[src/rtl/uart_lite_pkg.sv]
// rtl/uart_lite_pkg.sv - register map, bit indices and FSM states for the UART Lite register block
package uart_lite_pkg;

    localparam logic [3:0] ADDR_RX   = 4'h0;
    localparam logic [3:0] ADDR_TX   = 4'h4;
    localparam logic [3:0] ADDR_STAT = 4'h8;
    localparam logic [3:0] ADDR_CTRL = 4'hC;

    localparam int STAT_RX_VALID   = 0;
    localparam int STAT_RX_FULL    = 1;
    localparam int STAT_TX_EMPTY   = 2;
    localparam int STAT_TX_FULL    = 3;
    localparam int STAT_INTR_EN    = 4;
    localparam int STAT_OVERRUN    = 5;
    localparam int STAT_FRAME_ERR  = 6;
    localparam int STAT_PARITY_ERR = 7;

    localparam int CTRL_RST_TX  = 0;
    localparam int CTRL_RST_RX  = 1;
    localparam int CTRL_INTR_EN = 4;

    localparam logic [1:0] RESP_OKAY = 2'b00;

    typedef enum logic {W_IDLE, W_RESP} wr_state_t;
    typedef enum logic {R_IDLE, R_DATA} rd_state_t;

    // Word-aligned register match; the byte-lane bits of the address are don't-care.
    function automatic logic addr_is(input logic [3:0] addr, input logic [3:0] reg_off);
        return addr[3:2] == reg_off[3:2];
    endfunction

endpackage

[src/rtl/axi_lite_uart_regs_if.sv]
// rtl/axi_lite_uart_regs_if.sv - AXI4-Lite bus bundle for the UART Lite register block
interface axi_lite_uart_regs_if;
    logic [3:0]  s_axi_awaddr;
    logic        s_axi_awvalid;
    logic        s_axi_awready;
    logic [31:0] s_axi_wdata;
    logic [3:0]  s_axi_wstrb;
    logic        s_axi_wvalid;
    logic        s_axi_wready;
    logic [1:0]  s_axi_bresp;
    logic        s_axi_bvalid;
    logic        s_axi_bready;
    logic [3:0]  s_axi_araddr;
    logic        s_axi_arvalid;
    logic        s_axi_arready;
    logic [31:0] s_axi_rdata;
    logic [1:0]  s_axi_rresp;
    logic        s_axi_rvalid;
    logic        s_axi_rready;

    modport master (
        output s_axi_awaddr, s_axi_awvalid, s_axi_wdata, s_axi_wstrb, s_axi_wvalid,
               s_axi_bready, s_axi_araddr, s_axi_arvalid, s_axi_rready,
        input  s_axi_awready, s_axi_wready, s_axi_bresp, s_axi_bvalid,
               s_axi_arready, s_axi_rdata, s_axi_rresp, s_axi_rvalid
    );

    modport slave (
        input  s_axi_awaddr, s_axi_awvalid, s_axi_wdata, s_axi_wstrb, s_axi_wvalid,
               s_axi_bready, s_axi_araddr, s_axi_arvalid, s_axi_rready,
        output s_axi_awready, s_axi_wready, s_axi_bresp, s_axi_bvalid,
               s_axi_arready, s_axi_rdata, s_axi_rresp, s_axi_rvalid
    );
endinterface

[src/rtl/sync_fifo.sv]
// rtl/sync_fifo.sv - single-clock FIFO with wrap-bit pointers, synchronous clear, push-through when full and popping
module sync_fifo #(
    parameter int WIDTH = 8,
    parameter int DEPTH = 16
) (
    input  logic             clk,
    input  logic             rst,
    input  logic             push,
    input  logic             pop,
    input  logic             clr,
    input  logic [WIDTH-1:0] din,
    output logic [WIDTH-1:0] dout,
    output logic             full,
    output logic             empty
);
    localparam int AW = $clog2(DEPTH);

    logic [WIDTH-1:0] mem [DEPTH];
    logic [AW:0]      wr_ptr;
    logic [AW:0]      rd_ptr;
    logic             do_pop;
    logic             do_push;

    assign empty   = wr_ptr == rd_ptr;
    assign full    = (wr_ptr[AW] != rd_ptr[AW]) && (wr_ptr[AW-1:0] == rd_ptr[AW-1:0]);
    assign do_pop  = pop && !empty;
    // A slot freed by a same-cycle pop can take the incoming word even at full.
    assign do_push = push && (!full || do_pop);
    assign dout    = mem[rd_ptr[AW-1:0]];

    // Pointer update; clear wins over any push or pop in the same cycle.
    always_ff @(posedge clk) begin
        if (rst || clr) begin
            wr_ptr <= '0;
            rd_ptr <= '0;
        end else begin
            if (do_push) wr_ptr <= wr_ptr + (AW+1)'(1);
            if (do_pop)  rd_ptr <= rd_ptr + (AW+1)'(1);
        end
    end

    // Storage write; contents need no reset because the pointers gate visibility.
    always_ff @(posedge clk) begin
        if (do_push && !clr) mem[wr_ptr[AW-1:0]] <= din;
    end
endmodule

[src/rtl/axi_lite_uart_regs.sv]
// rtl/axi_lite_uart_regs.sv - AXI4-Lite UART Lite register block with TX/RX FIFOs and event interrupt
module axi_lite_uart_regs
    import uart_lite_pkg::*;
#(
    parameter int FIFO_DEPTH = 16,
    parameter int DATA_BITS  = 8
) (
    input  logic                 s_axi_aclk,
    input  logic                 s_axi_areset,
    output logic                 interrupt,
    axi_lite_uart_regs_if.slave  s_axi,
    output logic [DATA_BITS-1:0] tx_data,
    output logic                 tx_valid,
    input  logic                 tx_ready,
    input  logic [DATA_BITS-1:0] rx_data,
    input  logic                 rx_valid,
    input  logic                 rx_frame_err,
    input  logic                 rx_parity_err
);
    wr_state_t             w_state;
    rd_state_t             r_state;
    logic                  wr_fire, rd_fire;
    logic                  wr_tx, wr_ctrl, rd_rx, rd_stat;
    logic                  tx_clr, rx_clr, tx_full, tx_empty, rx_full, rx_empty;
    logic                  rx_pop_eff, overrun_set;
    logic [DATA_BITS-1:0]  rx_head;
    logic                  intr_en, overrun, frame_err, parity_err;
    logic                  tx_empty_q, rx_ne_q;
    logic [7:0]            stat_bits;
    logic [31:0]           rdata_next;
    logic                  unused_bits;

    assign unused_bits = ^{s_axi.s_axi_wstrb, s_axi.s_axi_wdata, s_axi.s_axi_awaddr[1:0], s_axi.s_axi_araddr[1:0]};

    assign wr_fire = s_axi.s_axi_awready && s_axi.s_axi_awvalid && s_axi.s_axi_wvalid;
    assign rd_fire = s_axi.s_axi_arready && s_axi.s_axi_arvalid;
    assign wr_tx   = wr_fire && addr_is(s_axi.s_axi_awaddr, ADDR_TX);
    assign wr_ctrl = wr_fire && addr_is(s_axi.s_axi_awaddr, ADDR_CTRL);
    assign rd_rx   = rd_fire && addr_is(s_axi.s_axi_araddr, ADDR_RX);
    assign rd_stat = rd_fire && addr_is(s_axi.s_axi_araddr, ADDR_STAT);
    assign tx_clr  = wr_ctrl && s_axi.s_axi_wdata[CTRL_RST_TX];
    assign rx_clr  = wr_ctrl && s_axi.s_axi_wdata[CTRL_RST_RX];

    // A byte arriving at full is only lost if the host is not popping in the same cycle.
    assign rx_pop_eff  = rd_rx && !rx_empty;
    assign overrun_set = rx_valid && rx_full && !rx_pop_eff;

    assign tx_valid           = !tx_empty;
    assign s_axi.s_axi_bresp  = RESP_OKAY;
    assign s_axi.s_axi_rresp  = RESP_OKAY;

    sync_fifo #(.WIDTH(DATA_BITS), .DEPTH(FIFO_DEPTH)) u_tx_fifo (
        .clk(s_axi_aclk), .rst(s_axi_areset), .push(wr_tx), .pop(tx_valid && tx_ready),
        .clr(tx_clr), .din(s_axi.s_axi_wdata[DATA_BITS-1:0]), .dout(tx_data),
        .full(tx_full), .empty(tx_empty)
    );

    sync_fifo #(.WIDTH(DATA_BITS), .DEPTH(FIFO_DEPTH)) u_rx_fifo (
        .clk(s_axi_aclk), .rst(s_axi_areset), .push(rx_valid), .pop(rd_rx),
        .clr(rx_clr), .din(rx_data), .dout(rx_head),
        .full(rx_full), .empty(rx_empty)
    );

    assign stat_bits[STAT_RX_VALID]   = !rx_empty;
    assign stat_bits[STAT_RX_FULL]    = rx_full;
    assign stat_bits[STAT_TX_EMPTY]   = tx_empty;
    assign stat_bits[STAT_TX_FULL]    = tx_full;
    assign stat_bits[STAT_INTR_EN]    = intr_en;
    assign stat_bits[STAT_OVERRUN]    = overrun;
    assign stat_bits[STAT_FRAME_ERR]  = frame_err;
    assign stat_bits[STAT_PARITY_ERR] = parity_err;

    // Read data selected from the current address; captured only on the AR handshake.
    always_comb begin
        rdata_next = '0;
        if (addr_is(s_axi.s_axi_araddr, ADDR_RX)) begin
            if (!rx_empty) rdata_next = 32'(rx_head);
        end else if (addr_is(s_axi.s_axi_araddr, ADDR_STAT)) begin
            rdata_next = {24'h0, stat_bits};
        end
    end

    // Write FSM: one-cycle ready pulse once both address and data are present, then hold the response.
    always_ff @(posedge s_axi_aclk) begin
        if (s_axi_areset) begin
            w_state             <= W_IDLE;
            s_axi.s_axi_awready <= 1'b0;
            s_axi.s_axi_wready  <= 1'b0;
            s_axi.s_axi_bvalid  <= 1'b0;
        end else begin
            case (w_state)
                W_IDLE: begin
                    if (wr_fire) begin
                        s_axi.s_axi_awready <= 1'b0;
                        s_axi.s_axi_wready  <= 1'b0;
                        s_axi.s_axi_bvalid  <= 1'b1;
                        w_state             <= W_RESP;
                    end else if (s_axi.s_axi_awvalid && s_axi.s_axi_wvalid && !s_axi.s_axi_awready) begin
                        s_axi.s_axi_awready <= 1'b1;
                        s_axi.s_axi_wready  <= 1'b1;
                    end else begin
                        s_axi.s_axi_awready <= 1'b0;
                        s_axi.s_axi_wready  <= 1'b0;
                    end
                end
                W_RESP: begin
                    if (s_axi.s_axi_bready) begin
                        s_axi.s_axi_bvalid <= 1'b0;
                        w_state            <= W_IDLE;
                    end
                end
                default: w_state <= W_IDLE;
            endcase
        end
    end

    // Read FSM: pulse arready, register the data on the handshake, hold it until rready.
    always_ff @(posedge s_axi_aclk) begin
        if (s_axi_areset) begin
            r_state             <= R_IDLE;
            s_axi.s_axi_arready <= 1'b0;
            s_axi.s_axi_rvalid  <= 1'b0;
            s_axi.s_axi_rdata   <= '0;
        end else begin
            case (r_state)
                R_IDLE: begin
                    if (rd_fire) begin
                        s_axi.s_axi_arready <= 1'b0;
                        s_axi.s_axi_rdata   <= rdata_next;
                        s_axi.s_axi_rvalid  <= 1'b1;
                        r_state             <= R_DATA;
                    end else begin
                        s_axi.s_axi_arready <= s_axi.s_axi_arvalid && !s_axi.s_axi_arready;
                    end
                end
                R_DATA: begin
                    if (s_axi.s_axi_rready) begin
                        s_axi.s_axi_rvalid <= 1'b0;
                        r_state            <= R_IDLE;
                    end
                end
                default: r_state <= R_IDLE;
            endcase
        end
    end

    // Control latch and sticky error flags; a new error in the clearing read cycle survives.
    always_ff @(posedge s_axi_aclk) begin
        if (s_axi_areset) begin
            intr_en    <= 1'b0;
            overrun    <= 1'b0;
            frame_err  <= 1'b0;
            parity_err <= 1'b0;
        end else begin
            if (wr_ctrl) intr_en <= s_axi.s_axi_wdata[CTRL_INTR_EN];
            overrun    <= (overrun && !rd_stat) || overrun_set;
            frame_err  <= (frame_err && !rd_stat) || (rx_valid && rx_frame_err);
            parity_err <= (parity_err && !rd_stat) || (rx_valid && rx_parity_err);
        end
    end

    // Interrupt pulse on TX-empty or RX-not-empty rising edges; enabling alone never fires.
    always_ff @(posedge s_axi_aclk) begin
        if (s_axi_areset) begin
            tx_empty_q <= 1'b1;
            rx_ne_q    <= 1'b0;
            interrupt  <= 1'b0;
        end else begin
            tx_empty_q <= tx_empty;
            rx_ne_q    <= !rx_empty;
            interrupt  <= intr_en && ((tx_empty && !tx_empty_q) || (!rx_empty && !rx_ne_q));
        end
    end
endmodule

[src/flat_wrapper.sv]
// flat-port wrapper written by rule: the top's interface ports become plain ports
module axi_lite_uart_regs_flat import uart_lite_pkg::*;
#(
    parameter int FIFO_DEPTH = 16,
    parameter int DATA_BITS  = 8
)
  (s_axi_aclk, s_axi_areset, interrupt, tx_data, tx_valid, tx_ready, rx_data, rx_valid, rx_frame_err, rx_parity_err, s_axi_s_axi_awaddr, s_axi_s_axi_awvalid, s_axi_s_axi_wdata, s_axi_s_axi_wstrb, s_axi_s_axi_wvalid, s_axi_s_axi_bready, s_axi_s_axi_araddr, s_axi_s_axi_arvalid, s_axi_s_axi_rready, s_axi_s_axi_awready, s_axi_s_axi_wready, s_axi_s_axi_bresp, s_axi_s_axi_bvalid, s_axi_s_axi_arready, s_axi_s_axi_rdata, s_axi_s_axi_rresp, s_axi_s_axi_rvalid);
  axi_lite_uart_regs_if s_axi_i ();
  input  logic s_axi_aclk;
  input  logic s_axi_areset;
  output logic interrupt;
  output logic [DATA_BITS-1:0] tx_data;
  output logic tx_valid;
  input  logic tx_ready;
  input  logic [DATA_BITS-1:0] rx_data;
  input  logic rx_valid;
  input  logic rx_frame_err;
  input  logic rx_parity_err;
  input wire logic [$bits(s_axi_i.s_axi_awaddr)-1:0] s_axi_s_axi_awaddr;
  input wire logic [$bits(s_axi_i.s_axi_awvalid)-1:0] s_axi_s_axi_awvalid;
  input wire logic [$bits(s_axi_i.s_axi_wdata)-1:0] s_axi_s_axi_wdata;
  input wire logic [$bits(s_axi_i.s_axi_wstrb)-1:0] s_axi_s_axi_wstrb;
  input wire logic [$bits(s_axi_i.s_axi_wvalid)-1:0] s_axi_s_axi_wvalid;
  input wire logic [$bits(s_axi_i.s_axi_bready)-1:0] s_axi_s_axi_bready;
  input wire logic [$bits(s_axi_i.s_axi_araddr)-1:0] s_axi_s_axi_araddr;
  input wire logic [$bits(s_axi_i.s_axi_arvalid)-1:0] s_axi_s_axi_arvalid;
  input wire logic [$bits(s_axi_i.s_axi_rready)-1:0] s_axi_s_axi_rready;
  output wire logic [$bits(s_axi_i.s_axi_awready)-1:0] s_axi_s_axi_awready;
  output wire logic [$bits(s_axi_i.s_axi_wready)-1:0] s_axi_s_axi_wready;
  output wire logic [$bits(s_axi_i.s_axi_bresp)-1:0] s_axi_s_axi_bresp;
  output wire logic [$bits(s_axi_i.s_axi_bvalid)-1:0] s_axi_s_axi_bvalid;
  output wire logic [$bits(s_axi_i.s_axi_arready)-1:0] s_axi_s_axi_arready;
  output wire logic [$bits(s_axi_i.s_axi_rdata)-1:0] s_axi_s_axi_rdata;
  output wire logic [$bits(s_axi_i.s_axi_rresp)-1:0] s_axi_s_axi_rresp;
  output wire logic [$bits(s_axi_i.s_axi_rvalid)-1:0] s_axi_s_axi_rvalid;
  assign s_axi_i.s_axi_awaddr = s_axi_s_axi_awaddr;
  assign s_axi_i.s_axi_awvalid = s_axi_s_axi_awvalid;
  assign s_axi_i.s_axi_wdata = s_axi_s_axi_wdata;
  assign s_axi_i.s_axi_wstrb = s_axi_s_axi_wstrb;
  assign s_axi_i.s_axi_wvalid = s_axi_s_axi_wvalid;
  assign s_axi_i.s_axi_bready = s_axi_s_axi_bready;
  assign s_axi_i.s_axi_araddr = s_axi_s_axi_araddr;
  assign s_axi_i.s_axi_arvalid = s_axi_s_axi_arvalid;
  assign s_axi_i.s_axi_rready = s_axi_s_axi_rready;
  assign s_axi_s_axi_awready = s_axi_i.s_axi_awready;
  assign s_axi_s_axi_wready = s_axi_i.s_axi_wready;
  assign s_axi_s_axi_bresp = s_axi_i.s_axi_bresp;
  assign s_axi_s_axi_bvalid = s_axi_i.s_axi_bvalid;
  assign s_axi_s_axi_arready = s_axi_i.s_axi_arready;
  assign s_axi_s_axi_rdata = s_axi_i.s_axi_rdata;
  assign s_axi_s_axi_rresp = s_axi_i.s_axi_rresp;
  assign s_axi_s_axi_rvalid = s_axi_i.s_axi_rvalid;
  axi_lite_uart_regs #(.FIFO_DEPTH(FIFO_DEPTH), .DATA_BITS(DATA_BITS)) u_core (.s_axi_aclk(s_axi_aclk), .s_axi_areset(s_axi_areset), .interrupt(interrupt), .s_axi(s_axi_i), .tx_data(tx_data), .tx_valid(tx_valid), .tx_ready(tx_ready), .rx_data(rx_data), .rx_valid(rx_valid), .rx_frame_err(rx_frame_err), .rx_parity_err(rx_parity_err));
endmodule
[config.mk]
export PLATFORM = sky130hd
export DESIGN_NAME = axi_lite_uart_regs_flat
export DESIGN_NICKNAME = d
export VERILOG_FILES = /design/src/rtl/uart_lite_pkg.sv /design/src/rtl/axi_lite_uart_regs_if.sv /design/src/rtl/sync_fifo.sv /design/src/rtl/axi_lite_uart_regs.sv /design/src/flat_wrapper.sv
export SDC_FILE = /design/constraint.sdc
export NUM_CORES = 1
export LEC_CHECK = 0
export CAP_MARGIN = 5
export CELL_PAD_IN_SITES_DETAIL_PLACEMENT = 1
export CELL_PAD_IN_SITES_GLOBAL_PLACEMENT = 1
export CORE_AREA = 2 2 145 182
export CTS_CLUSTER_SIZE = 16
export DETAILED_ROUTE_END_ITERATION = 6
export DIE_AREA = 0 0 147 184
export PLACE_DENSITY_LB_ADDON = 0.25
export SLEW_MARGIN = 5
export SYNTH_ARGS = -nofsm -noshare
export SYNTH_HDL_FRONTEND = slang
export SYNTH_SLANG_ARGS = --single-unit
[constraint.sdc]
create_clock -name s_axi_aclk -period 2.71 [get_ports s_axi_aclk]
set_input_delay 0.6775 -clock s_axi_aclk [delete_from_list [all_inputs] [get_ports s_axi_aclk]]
set_output_delay 0.6775 -clock s_axi_aclk [all_outputs]
set_load 0.005 [all_outputs]
==> flow_summary.yaml, run 1 <==
setup_path:
  crit_chain: "buf_8, buf_6, mux4_2, mux4_2, buf_6"
  cp_slowest_cell: "mux4_2"
  worstSetupStartpointType: "register"
  required_ns: 2.03
  cp.arrival_ns: 2.36
  crit_type: "register to primary output"
  max_stage_delay_ns: 0.50
  cp_num_buf_inv: 3
  crit_fanout: 5
  endpoint_kind: "primary output"
  critical_path.top_delay_family: "multiplexers"
run_status:
  violations: "setup timing"
  status: "finished with violations"
clock_tree:
  clock_path_buffers: 3
  htreeDepth: 1
  cts_sinks: 305
  clkLatencyLatePin_ns: 0.55
  cts_buffers: 29
  cts.hold.buffers_added: 0
  cts_root_buf: "clkbuf_16"
  cts_tree: "done"
  clk_pin_slew_ns: 0.07
timing:
  hold_violations: 0
  setup_viol: 8
  finalCritPeriodShare_pct: 112
  final.setup.worst_slack_ns: -0.332
  max_freq_mhz: 329
  fin_skew_ns: 0.0190
  worst_slew_pin_slew_ns: 0.662
  slew_headroom_pct: 55.9
  post-route-min-period_ns: 3.04
  timing.final.max_slew_violations: 0
  rsz0062_at_grt: "yes"
power_and_ir_drop:
  peakVddDrop_uv: 529
  cellPowerDensity_nw_per_um2: 649
  power.total_mw: 9.48
  power.leakage_nw: 4.88
global_routing:
  antenna_found_initial: 1
  grt_use_total_pct: 20.9
  grt_max_degree: 33
  grt_pass1_vias: 7317
  grt_pass1_wl_mm: 42.7
  gr-total-overflow: 0
run:
  cap_violations: 0
placement:
  globalplace.congestion: 0.775
  place_hpwl_mm: 18.7
  post_dp_cell_area_um2: 13400
  port_buffers: 53
synthesis:
  synth_warnings: 0
  ys_seq_area_share_pct: 70.9
  netlist_instances: 695
  synth-seq-cells: 305
  netlist_area_um2: 12200
  synth_edf_count: 256
  avgSynthCellArea_um2: 17.6
  ys_types: 45
  async_reset_ff_share_pct: 0
  ys.flop_type: "edfxtp_1"
detailed_routing:
  via_count: 6441
  drt-initial-drc-count: 393
  wirelength_mm: 27.7
  detail-route-antenna-nets: 0
  route.detailed.drc: 0
  first_pass_iters: 4
  vias_per_cell: 5.43
  wire_per_inst_um: 23.3
floorplan:
  start_util_pct: 48.5
  die_w_um: 147
  pin_count: 114
  die_area_um2: 27000
  row_count: 65
  fp.coreArea_um2: 25200
  fp.dieH_um: 184
finish:
  layout.nets: 902
  area_delta_synth_final_pct: 19.5
  fillers: 2282
  design_area_um2: 14600
  layout-drive-gt1-share_pct: 26.4
hold_path:
  min-delay-start: "u_core.s_axi.s_axi_rdata[6]"
  worstHoldPathType: "register to register"
==> area by class of cell <==
type / instances / area [um2] / area share (%)
sequential: 305 / 8690 / 59.5
inverter: 8 / 30.0 / 0.206
clock inverter: 11 / 118 / 0.805
clock buffer: 41 / 822 / 5.63
timing repair buffer: 137 / 1250 / 8.55
tap: 335 / 419 / 2.87
antenna: 1 / 2.50 / 0.0171
multi-input combinational: 348 / 3270 / 22.4
==> timing repair <==
action                                  in CTS  in global routing
endpoints found under the setup margin       9                  9
gates resized for setup                     57                 10
buffers inserted                            13                  3
gates cloned                                 2                  0
pin swaps                                    1                  2
==> final timing paths <==
check / depth (start not counted) / endpoint / slack (ns)
max: 5 / tx_data[1] / -0.33
max reg2reg: 6 / u_core.s_axi.s_axi_rdata[2] / 0.39
min: 2 / u_core.s_axi.s_axi_rdata[6] / 0.51
min reg2reg: 2 / u_core.s_axi.s_axi_rdata[6] / 0.51
==> where the power goes <==
group,total (mW),internal [mW],leakage [nW],switching [mW]
logic,0.348,0.149,1.71,0.199
clock network,3.99,2.30,0.458,1.68
registers,5.14,5.12,2.71,0.0261
==> placed cells by master, fill, tap and decap left out, types with 12 or more instances in the layout <==
master,n
dfxtp_1,39
nor3_1,15
clkdlybuf4s50_1,45
buf_6,12
clkbuf_16,30
xor2_1,13
mux4_2,70
buf_4,70
nand2_1,20
nand3_1,23
nor2_1,69
conb_1,28
edfxtp_1,256
==> routing by layer <==
| layer | global-route usage, % | up-vias | wire length (um) |
|---|---|---|---|
| met2 | 40.8 | 127 | 15700 |
| li1 | - | 2943 | - |
| met4 | 8.54 | 0 | 1140 |
| met5 | 0 | - | 0 |
| met3 | 2.56 | 71 | 743 |
| met1 | 23.0 | 3300 | 10100 |
==> cell families (layout without fill, tap and decap cells) <==
logic type	after synthesis	after routing	share of synthesized area [%]
other cells	1	29	0.0307
flops	305	305	70.9
buf+inv	69	197	3.37
xor+xnor	24	24	1.72
simple gates	158	158	6.06
fa+ha+maj	10	10	1.02
compound gates	50	50	2.96
mux	78	78	13.9
==> worst reg2reg max path, cell delays in order, from the launching register on <==
cell and delay, ns:
dfxtp_1 0.59, buf_4 0.30, mux4_2 0.52, nand2_1 0.08, nand3_1 0.14, a221oi_1 0.46
nor3_1 0.11
==> per-stage QoR <==
step | util [%] | setup WS [ns] | setup TNS (ns) | hold slack [ns] | cells
4_1_cts | 57.8 | -0.374 | -2.79 | 0.514 | 1183
6_report | 57.9 | -0.332 | -2.48 | 0.511 | 1186
3_5_place_dp | 53.3 | -0.127 | -2.62 | 0.504 | 1116
3_3_place_gp | 53.3 | -0.0514 | -0.214 | 0.492 | 1116
5_1_grt | 57.9 | -0.396 | -3.00 | 0.539 | 1186
2_1_floorplan | - | 0.161 | 0 | 0.467 | 722
==> cells in the mapped netlist (2+ instances only) <==
cell	n	area share, %
o21a_1	3	0.18
buf_1	6	0.18
buf_6	2	0.18
a21oi_1	11	0.45
xnor2_1	10	0.72
nor2_1	70	2.1
a221oi_2	4	0.49
nand4_1	3	0.15
clkbuf_1	11	0.34
nand3_1	23	0.94
mux4_2	70	13
buf_4	34	2.1
nand2b_1	8	0.41
mux2i_1	5	0.41
dfxtp_1	49	8.0
and3_1	2	0.10
a22oi_1	10	0.61
or3_1	2	0.10
inv_1	8	0.25
ha_1	10	1.0
nand2_1	20	0.61
o211ai_1	4	0.25
o21ai_0	4	0.16
buf_2	8	0.33
xor2_1	14	1.0
o21ai_1	7	0.29
edfxtp_1	256	63
nor2b_1	4	0.20
nor3_1	15	0.61
and4_1	4	0.29
and3b_1	2	0.14
mux4_1	3	0.64
==> sequential cells by signal (all words and copies together) (netlist names), 5 cells and up, named ones only <==
signal,cells
u_core.s_axi.s_axi_rdata,8
u_core.u_rx_fifo.mem,128
u_core.u_rx_fifo.rd_ptr,5
u_core.u_rx_fifo.wr_ptr,5
u_core.u_tx_fifo.mem,128
u_core.u_tx_fifo.rd_ptr,5
u_core.u_tx_fifo.wr_ptr,5
Power figures use the tool's default switching activity.
==> run 2: changes to the inputs <==
==> constraint.sdc (replaced) <==
create_clock -name s_axi_aclk -period 2.71 [get_ports s_axi_aclk]
set_input_delay 0.6775 -clock s_axi_aclk [delete_from_list [all_inputs] [get_ports s_axi_aclk]]
set_output_delay 0.6775 -clock s_axi_aclk [all_outputs]
set_load 0.05 [all_outputs]
==> run 2 against run 1 <==
The flow still finishes with violations (setup timing). Utilization shrank 0.82 points. Worst hold slack worse by 0.0057 ns. Power barely moved. Largest power group unchanged.
==> flow_summary.yaml, run 2 (same netlist as run 1, synthesis figures left out) <==
timing:
  rsz0062_at_grt: "yes"
  setup_viol: 8
  max_freq_mhz: 328
  slew_headroom_pct: 56.7
  final.setup.worst_slack_ns: -0.342
  fin_hold_ws_ns: 0.505
  post-route-min-period_ns: 3.05
  finalCritPeriodShare_pct: 113
  worst_slew_pin_slew_ns: 0.648
  hold_violations: 0
  timing.final.max_slew_violations: 0
  fin_skew_ns: 0.0233
floorplan:
  fp.coreArea_um2: 25200
  pin_count: 114
  die_area_um2: 27000
  row_count: 65
  fp.dieH_um: 184
  start_util_pct: 48.5
  die_w_um: 147
finish:
  antenna_cells: 0
  fillers: 2267
  multi_input_area_um2: 3250
  final_common_cell: "edfxtp_1"
  final_cell_mix: "256 x edfxtp_1, 70 x mux4_2, 70 x nor2_1"
  seq_area_um2: 8680
  design_area_um2: 14400
  layout.cells.non_filler: 1167
  layout-drive-gt1-share_pct: 23.1
  area_delta_synth_final_pct: 17.8
  layout.nets: 882
run_status:
  violations: "setup timing"
  status: "finished with violations"
clock_tree:
  cts.hold.buffers_added: 0
  clock_path_buffers: 3
  htreeDepth: 1
  clkLatencyLatePin_ns: 0.55
  cts_buffers: 29
  clk_pin_slew_ns: 0.06
  cts_tree: "done"
  cts_root_buf: "clkbuf_16"
  cts_sinks: 305
placement:
  post_dp_cell_area_um2: 13400
  port_buffers: 53
  place_hpwl_mm: 18.6
  placed_cells: 1111
  globalplace.congestion: 0.766
detailed_routing:
  drt-initial-drc-count: 391
  via_count: 6460
  wire_per_inst_um: 23.3
  route.detailed.drc: 0
  detail-route-antenna-nets: 0
  first_pass_iters: 4
  vias_per_cell: 5.54
  wirelength_mm: 27.2
setup_path:
  rr_worst_depth: 6
  worstSetupStartpointType: "register"
  cp.arrival_ns: 2.37
  required_ns: 2.03
  crit_fanout: 6
  endpoint_kind: "primary output"
  crit_type: "register to primary output"
global_routing:
  grt_pass1_vias: 7203
  antenna_found_initial: 0
  grt_pass1_wl_mm: 42.1
  gr-total-overflow: 0
  grt_max_degree: 33
  grt_use_total_pct: 20.5
power_and_ir_drop:
  peakVddDrop_uv: 569
  cellPowerDensity_nw_per_um2: 659
  power.leakage_nw: 4.76
hold_path:
  worstHoldPathType: "register to register"
  whs_path_depth: 2
run:
  cap_violations: 0
-- run 2: area by class of cell --
cell class / count / area share [%]
flip-flops and latches: 305 / 60.3
well taps: 335 / 2.91
inverters: 8 / 0.209
clock inverters: 13 / 0.773
repair buffers: 117 / 7.73
clock buffers: 41 / 5.56
multi-input cells: 348 / 22.6
-- run 2: path summary, 6_finish.rpt --
check,slack (ns),to,startpoint
worst max-delay path,-0.34,tx_data[0],register
worst min-delay path,0.51,u_core.s_axi.s_axi_rdata[5],u_core.s_axi.s_axi_rdata[5]
worst max register to register,0.43,u_core.u_rx_fifo.mem[1][2],u_core.u_rx_fifo.wr_ptr[3]
worst min register to register,0.51,u_core.s_axi.s_axi_rdata[5],u_core.s_axi.s_axi_rdata[5]
-- run 2: what timing repair did --
action | in CTS | in global routing
setup buffers | 2 | 0
resized for setup | 11 | 7
setup endpoints to repair | 8 | 9
gates cloned | 2 | 0
endpoints found under the hold margin | 0 | 0
-- run 2: where the power goes --
group,internal (mW),total (mW),switching (mW)
registers,5.12,5.14,0.0242
logic,0.144,0.453,0.309
clock network,2.24,3.89,1.65
-- run 2: stage by stage --
step | utilization (%) | setup slack [ns] | power (mW) | TNS [ns]
finish | 57.1 | -0.342 | 9.48 | -2.51
global route | 57.1 | -0.413 | 9.77 | -3.12
CTS | 57.2 | -0.425 | 9.58 | -3.22
detailed placement | 53.1 | -0.0916 | 5.69 | -2.35
floorplan | - | 0.0967 | 5.53 | 0
global placement | 53.1 | 0.0143 | 5.67 | 0
-- run 2: routing by layer --
metal  track usage (%)  wire length, um
met1              22.8            10100
met2              40.2            15500
met3              2.66              894
met4              6.42              691
met5                 0                0
-- run 2: critical path: stages (launching register included) --
cell and delay, ns:
dfxtp_4 0.43, buf_12 0.16, mux4_2 0.53, mux4_2 0.52, buf_6 0.18
